--- src/rtl/seq_multiply.sv ---
// Iterative signed multiplier: magnitudes are multiplied MSB-first, one multiplier
// bit per clock, and the sign is applied in a final fix-up cycle.
module seq_multiply #(
  parameter int BITS = 32
) (
  input  logic            clk,
  input  logic            rst,
  input  logic [BITS-1:0] multiplicand,
  input  logic [BITS-1:0] multiplier,
  input  logic            input_vld,
  output logic            output_vld,
  output logic [BITS-1:0] product,
  output logic [BITS-1:0] product_hi,
  output logic            overflow
);

  localparam int CW = (BITS > 1) ? $clog2(BITS) : 1;
  localparam int PW = 2 * BITS;

  typedef enum logic [1:0] {
    S_IDLE,
    S_RUN,
    S_FIX
  } state_e;

  state_e            state_q, state_d;
  logic [BITS-1:0]   abs_a_q, abs_a_d;
  logic [BITS-1:0]   abs_b_q, abs_b_d;
  logic              sign_q, sign_d;
  logic [PW-1:0]     acc_q, acc_d;
  logic [CW-1:0]     cnt_q, cnt_d;
  logic [BITS-1:0]   prod_lo_q, prod_lo_d;
  logic [BITS-1:0]   prod_hi_q, prod_hi_d;
  logic              ovf_q, ovf_d;

  logic [BITS-1:0]   abs_a_in, abs_b_in;
  logic [PW-1:0]     addend;
  logic [PW-1:0]     full;
  logic [BITS:0]     top_bits;

  // The most negative operand negates to 2^(BITS-1), which still fits as unsigned.
  assign abs_a_in = multiplicand[BITS-1] ? (~multiplicand + BITS'(1)) : multiplicand;
  assign abs_b_in = multiplier[BITS-1]   ? (~multiplier   + BITS'(1)) : multiplier;

  assign addend   = abs_b_q[cnt_q] ? {{BITS{1'b0}}, abs_a_q} : '0;
  assign full     = sign_q ? (~acc_q + PW'(1)) : acc_q;
  // Representable iff the top BITS+1 bits are a pure sign extension.
  assign top_bits = full[PW-1:BITS-1];

  always_comb begin
    // NOTE: every next-state signal gets a hold default first so no path leaves
    // a variable unassigned, which would otherwise infer a latch.
    state_d   = state_q;
    abs_a_d   = abs_a_q;
    abs_b_d   = abs_b_q;
    sign_d    = sign_q;
    acc_d     = acc_q;
    cnt_d     = cnt_q;
    prod_lo_d = prod_lo_q;
    prod_hi_d = prod_hi_q;
    ovf_d     = ovf_q;

    unique case (state_q)
      S_IDLE: begin
        if (input_vld) begin
          abs_a_d = abs_a_in;
          abs_b_d = abs_b_in;
          sign_d  = multiplicand[BITS-1] ^ multiplier[BITS-1];
          acc_d   = '0;
          cnt_d   = CW'(BITS - 1);
          state_d = S_RUN;
        end
      end

      S_RUN: begin
        acc_d = {acc_q[PW-2:0], 1'b0} + addend;
        if (cnt_q == '0) begin
          state_d = S_FIX;
        end else begin
          cnt_d = cnt_q - CW'(1);
        end
      end

      S_FIX: begin
        prod_lo_d = full[BITS-1:0];
        prod_hi_d = full[PW-1:BITS];
        ovf_d     = !((&top_bits) || !(|top_bits));
        state_d   = S_IDLE;
      end

      default: state_d = S_IDLE;
    endcase
  end

  always_ff @(posedge clk) begin
    // NOTE: state registers use non-blocking assignments so every flop samples
    // the pre-edge values; reset here is synchronous and wins over any transfer.
    if (rst) begin
      state_q   <= S_IDLE;
      abs_a_q   <= '0;
      abs_b_q   <= '0;
      sign_q    <= 1'b0;
      acc_q     <= '0;
      cnt_q     <= '0;
      prod_lo_q <= '0;
      prod_hi_q <= '0;
      ovf_q     <= 1'b0;
    end else begin
      state_q   <= state_d;
      abs_a_q   <= abs_a_d;
      abs_b_q   <= abs_b_d;
      sign_q    <= sign_d;
      acc_q     <= acc_d;
      cnt_q     <= cnt_d;
      prod_lo_q <= prod_lo_d;
      prod_hi_q <= prod_hi_d;
      ovf_q     <= ovf_d;
    end
  end

  assign output_vld = (state_q == S_IDLE);
  assign product    = prod_lo_q;
  assign product_hi = prod_hi_q;
  assign overflow   = ovf_q;

endmodule

--- config.mk ---
export PLATFORM = sky130hd
export DESIGN_NAME = seq_multiply
export DESIGN_NICKNAME = d
export VERILOG_FILES = /design/src/rtl/seq_multiply.sv
export SDC_FILE = /design/constraint.sdc
export NUM_CORES = 1
export LEC_CHECK = 0
export CAP_MARGIN = 10
export CORE_MARGIN = 1
export CORE_UTILIZATION = 52
export CTS_CLUSTER_DIAMETER = 120
export DETAILED_ROUTE_END_ITERATION = 8
export PLACE_DENSITY_LB_ADDON = 0.12
export SLEW_MARGIN = 25
export SYNTH_ARGS = -nofsm -noshare
export SYNTH_HDL_FRONTEND = slang
export SYNTH_SLANG_ARGS = --single-unit
--- constraint.sdc ---
create_clock -name clk -period 4.7 [get_ports clk]
set_input_delay 0.705 -clock clk [delete_from_list [all_inputs] [get_ports clk]]
set_output_delay 0.705 -clock clk [all_outputs]
set_load 0.02 [all_outputs]
==> results.json <==
{
  "crit_type": "flop to flop",
  "startpoint_type": "flop",
  "netlist_area_sq_um": 12300,
  "pre_cts_slack_ns": 0.0218,
  "hold_depth": 2,
  "overflow": 0,
  "slew_violations": 0,
  "cts_buffer_depth": 3,
  "synthCells": 1510,
  "r2r-start": "cnt_q[0]$_SDFFE_PP0P_",
  "synth-compound-area-share_pct": 22.7,
  "yosys.area_share.xor_xnor_pct": 12.5,
  "grt_max_degree": 129,
  "synth_top_family_by_area": "compound AO/OA/AOI/OAI gates",
  "routed_wl_microns": 31500,
  "postPlaceCellArea_sq_um": 14000,
  "async_flop_share_pct": 0,
  "drv_cap": 0,
  "max_slew.worst_pin.slew_ns": 0.973,
  "syn_to_final_growth_pct": 20.6,
  "critical-path-max-stage-delay_ns": 0.50,
  "ff2ff_path_depth": 19,
  "grt_pass1_wl_microns": 51600,
  "min_period_ns": 4.53,
  "n_antenna_cell": 0,
  "slew_headroom_pct": 35.1,
  "min_from": "abs_b_q[0]$_SDFFE_PP0P_",
  "regToRegEndpoint": "acc_q[47]$_SDFFE_PP0P_",
  "die_area_sq_um": 24300,
  "synth_edf_count": 0,
  "power.total_w": 0.00462,
  "final_cells": 1923,
  "crit_path_max_fanout": 16,
  "synth_fp_nets": 1614,
  "cp-startpoint": "cnt_q[0]$_SDFFE_PP0P_",
  "drive_above_1_share_pct": 8.14,
  "fp.dieH_microns": 156,
  "grt_antenna_before_repair": 0,
  "yosysWarnings": 0,
  "root_buffer": "clkbuf_16",
  "insertion_delay_ns": 0.50,
  "drt-initial-drc-count": 785,
  "numCtsBuffers": 22,
  "cp.required_ns": 5.10,
  "ioPinCount": 133,
  "grt_pass1_vias": 10200,
  "final_common_cell": "dfxtp_1",
  "r2r_setup_slack_ns": 0.17,
  "fin_ws_ns": 0.169,
  "num-nets-final": 1699,
  "ys_seq_elements": 201,
  "core_area_sq_um": 22900,
  "cts_htree_levels": 1,
  "min_period_over_period_pct": 96.4,
  "synthSimpleGateAreaFrac_pct": 21.5,
  "hold_end": "abs_b_q[0]$_SDFFE_PP0P_",
  "fmax_mhz": 221,
  "synth_cell_types": 62,
  "path_cells": "buf_4 > mux4_2 > mux4_2 > mux2i_4 > buf_12 > nor2b_1 > ha_1 > fa_2 > a21o_1 > a21oi_2 > o21ai_1 > a211oi_2 > o211ai_1 > a31oi_1 > o21a_1 > buf_12 > nor2_1 > xor2_1 > a22o_1",
  "initial_core_util_pct": 53.6,
  "crit_path_end_kind": "flop",
  "avgSynthCellArea_sq_um": 8.14,
  "vdd_drop_max_uv": 199,
  "yosysSeqAreaShare_pct": 32.7,
  "rows": 55,
  "route.detailed.drc": 0,
  "arrival_ns": 4.93,
  "die_w_microns": 156,
  "hold_ws_ns": 0.461,
  "cts_tree": "yes",
  "critical-path-top-delay-family": "compound AO/OA/AOI/OAI gates",
  "ant_nets": 0,
  "power_per_cell_area_nw_per_um2": 312,
  "finalHoldViolCount": 0,
  "ys_dominant_reg_cell": "dfxtp_1",
  "gp_congestion": 0.917,
  "hold_class": "flop to flop",
  "track_usage_pct": 25.9,
  "post-place-cells": 1881,
  "synthAdderAreaFrac_pct": 3.83,
  "vias": 11200,
  "cts_hold_buf": 0,
  "clk_pin_slew_ns": 0.06,
  "cts_num_sinks": 201,
  "drt-pass1-iter-count": 5,
  "most-common-layout-cells": "dfxtp_1 (200), nor2_1 (189), xor2_1 (138)",
  "leakage_nw": 5.68,
  "slowest_stage": "mux4_2",
  "fin_worst_skew_ns": 0.00793,
  "outcome": "complete, no violations",
  "port_buffers": 132,
  "finalSetupViolCount": 0,
  "synth.mux.area_fraction_pct": 2.24,
  "via_per_inst": 5.83,
  "hpwlAfterDp_microns": 23200,
  "final_area_sq_um": 14800,
  "wl_per_cell_microns": 16.4,
  "path_buf_inv": 3
}
## metrics by stage
stage / util [%] / setup TNS [ns]
after floorplan: - / 0
after global placement: 61.0 / 0
after detailed placement: 61.2 / 0
after CTS: 64.5 / 0
after global routing: 64.7 / -0.0234
final: 64.7 / 0
## cells by family after synthesis
family          count (synthesis)
compound gates                400
simple gates                  534
mux                            15
buf+inv                       148
xor+xnor                      175
fa+ha+maj                      37
flops                         201
## worst register-to-register path, cell delays in order (launching register included)
cell      delay, ns
dfxtp_1        0.34
buf_4          0.16
mux4_2         0.50
mux4_2         0.50
mux2i_4        0.18
buf_12         0.16
nor2b_1        0.06
ha_1           0.20
fa_2           0.35
a21o_1         0.21
a21oi_2        0.18
o21ai_1        0.11
a211oi_2       0.28
o211ai_1       0.18
a31oi_1        0.25
o21a_1         0.20
buf_12         0.16
nor2_1         0.06
xor2_1         0.13
a22o_1         0.20
## routing by layer
layer | global-route usage (%) | part of all wire [%]
met4 | 7.38 | 2.3
met3 | 3.14 | 5.6
met1 | 37.2 | 49
met5 | 0 | 0
met2 | 40.6 | 43
## Yosys cell counts (32+ instances only)
master / number / area, sq um
dfxtp_1: 201 / 4020
nor2_1: 190 / 713
xor2_1: 138 / 1210
a211oi_1: 127 / 953
clkbuf_1: 108 / 405
nand2_1: 108 / 405
o21ai_0: 83 / 415
nor2b_1: 40 / 250
a21oi_1: 38 / 190
xnor2_1: 37 / 324
ha_1: 36 / 450
o31ai_1: 34 / 255
nand3_1: 32 / 160
## power breakdown
group / total, W / switching, W / internal [W] / leakage (nW)
Clock: 0.00178 / 0.000684 / 0.00110 / 0.369
Sequential: 0.00187 / 0.0000736 / 0.00179 / 1.64
Combinational: 0.000974 / 0.000560 / 0.000414 / 3.68
## how the worst max path moves through the flow
stage / end / slack [ns] / cells after the start
6_report: acc_q[47]$_SDFFE_PP0P_ / 0.17 / 19
5_1_grt: acc_q[47]$_SDFFE_PP0P_ / -0.02 / 19
3_3_place_gp: acc_q[47]$_SDFFE_PP0P_ / 0.09 / 19
4_1_cts: acc_q[47]$_SDFFE_PP0P_ / 0.004 / 19
2_1_floorplan: acc_q[57]$_SDFFE_PP0P_ / 0.02 / 19
3_5_place_dp: acc_q[47]$_SDFFE_PP0P_ / 0.02 / 19
## flip-flops by register name, summed over array words and instances, names as in the netlist
register and cells:
product_hi 32, product 32, overflow 1, sign_q 1, abs_b_q 32, acc_q 64, abs_a_q 32, state_q 2
cnt_q 5
## timing repair
| action | 4_1_cts | 5_1_grt |
|---|---|---|
| buffers inserted | 0 | 3 |
| endpoints found under the setup margin | 0 | 37 |
| resized for setup | 0 | 9 |
## area by class of cell
type | instances | area [sq um]
fillers | 2029 | 8090
multi-input cells | 1161 | 7780
flip-flops and latches | 201 | 4030
repair buffers | 185 | 1780
clock buffers | 34 | 677
well taps | 313 | 392
inverters | 24 | 90.1
clock inverters | 5 | 77.6
Note: power is estimated with default switching activity, not from simulation.
==> patch (same settings) <==
Set the parameter `BITS` to 16 (it was 32).
--- a/src/rtl/seq_multiply.sv
+++ b/src/rtl/seq_multiply.sv
@@ -1,7 +1,7 @@
 // Iterative signed multiplier: magnitudes are multiplied MSB-first, one multiplier
 // bit per clock, and the sign is applied in a final fix-up cycle.
 module seq_multiply #(
-  parameter int BITS = 32
+  parameter int BITS = 16
 ) (
   input  logic            clk,
   input  logic            rst,
Interface: changed (resized multiplicand, multiplier, product and product_hi); port bits go from 133 to 69. The function was not compared with the original's and may differ.
==> patch against the original RTL <==
The run now ends with design-rule violations left. Power down 54%. Worst setup slack better by 130 ps. Sequential cell count down 97. Clock power down 57%. Via count down 51%. Sequential power down 48%. Die area down 48%. Routed wire length down 55%. Count of clock-buffer cells in the layout down 22. Cell count down 51%. Core utilization down 1.8 points. Non-clock buffer count down 110. Final area down 51%. Synthesized area down 49%. Critical path type unchanged. Critical endpoint is now acc_q[19]. Largest cell class unchanged. Highest routed layer unchanged.
==> patch: results (changes against the original RTL) <==
Yosys
  • Post-Syn Area: 6270 um2 (was 12300 um2)
  • Syn nets: 822 (was 1614)
  • Area contributors post-synth: dfxtp_1 33%, xor2_1 8.5%, a211oi_1 6.5% (was dfxtp_1 33%, xor2_1 9.8%, a211oi_1 7.8%)

Cells and area
  • Comb_multi_in: 590 (was 1161)
  • Number of flip-flops in the largest register: 32 (was 64)
  • Multi-input logic area: 3910 um2 (was 7780 um2)
  • Clock-cell share of area: 0.0423 (was 0.0509)
  • Post-layout nets: 853 (was 1699)
  • Inverters: 18 (was 24)
  • Buffers, non-clock: 75 (was 185)

Timing
  • Slew margin rel.: 0.348 (was 0.351)
  • Fin Clk Skew: 7.49 ps (was 7.93 ps)

Pwr
  • Clk network pwr share: 0.362 (was 0.385)
  • Seq power: 0.000964 W (was 0.00187 W)
  • Leakage power: 2.75 nW (was 5.68 nW)
  • Worst vdd ir: 181 uV (was 199 uV)
  • Sw frac: 0.278 (was 0.285)

Worst setup path
  • Arrival time at the worst endpoint: 4600 ps (was 4930 ps)
  • Crit Path Max Fanout: 15 (was 16)

Placed design
  • Routability-driven placement congestion ratio: 0.866 (was 0.917)
  • I/O Buffers: 68 (was 132)
  • Detailed Place HPWL: 10600 um (was 23200 um)

Global routing
  • Vias in the first global route: 4995 (was 10200)
  • Global-route wire length before repair: 23800 um (was 51600 um)
  • Largest net degree at the start of global routing: 67 (was 129)

Route
  • Vias/cell: 5.80 (was 5.83)
  • Pre-Repair DR Iteration Count: 7 (was 5)
  • DRC: 11 (was 0)
  • WL/cell: 14.9 um (was 16.4 um)

Clock tree
  • Clk buf depth: 2 (was 3)
  • Clock Latency Late Sink: 350 ps (was 500 ps)
  • CTS H-tree depth: 3 (was 1)
  • Total CTS buffers: 9 (was 22)

Outcome
  • Status: finished with violations (was finished clean)
  • Failing checks: design-rule violations
## patch: through the flow
step / setup WS (ps) / instances / total power [W] / cell area (um2) / hold WS [ps]
2_1_floorplan: 240 / 767 / 0.00125 / 6270 / 427
3_3_place_gp: 258 / 930 / 0.00137 / 6960 / 442
3_5_place_dp: 128 / 930 / 0.00138 / 6960 / 450
4_1_cts: 98.5 / 946 / 0.00213 / 7270 / 460
5_1_grt: 96.6 / 946 / 0.00222 / 7270 / 482
6_report: 301 / 946 / 0.00213 / 7270 / 462
## patch: logic make-up (layout without fill, tap and decap cells)
family | after synthesis | in the layout | synth area share
buffers and inverters | 73 | 109 | 0.0475
DFF | 104 | 104 | 0.332
AOI/OAI and AO/OA | 189 | 189 | 0.209
and+or+nand+nor | 286 | 286 | 0.226
xor gates and xnor gates | 84 | 84 | 0.117
adders and majority gates | 20 | 20 | 0.0411
muxes | 11 | 11 | 0.0275
## patch: final timing paths
kind	to	from	cells after the start	slack, ps
max	acc_q[19]	cnt_q[0]	13	300
max reg2reg	acc_q[19]	cnt_q[0]	13	300
min reg2reg	abs_a_q[13]	abs_a_q[13]	2	460
min	abs_a_q[13]	abs_a_q[13]	2	460
## patch: worst min-delay path, cell delays in order, from the launching register on
cell and delay, ps:
dfxtp_1 320, nand2_1 50, a21oi_1 50
## patch: timing repair
| action | CTS | global route |
|---|---|---|
| hold buffers | 0 | 0 |
| setup endpoints to repair | 0 | 8 |
| gates resized for setup | 0 | 2 |
| setup buffers | 0 | 0 |
## patch: layer usage
metal	up-vias	wire length, um	GRT usage
met5	-	0	0
met4	0	140	0.0649
met3	10	648	0.0343
met2	141	6170	0.367
met1	2540	7140	0.328
li1	2793	-	-
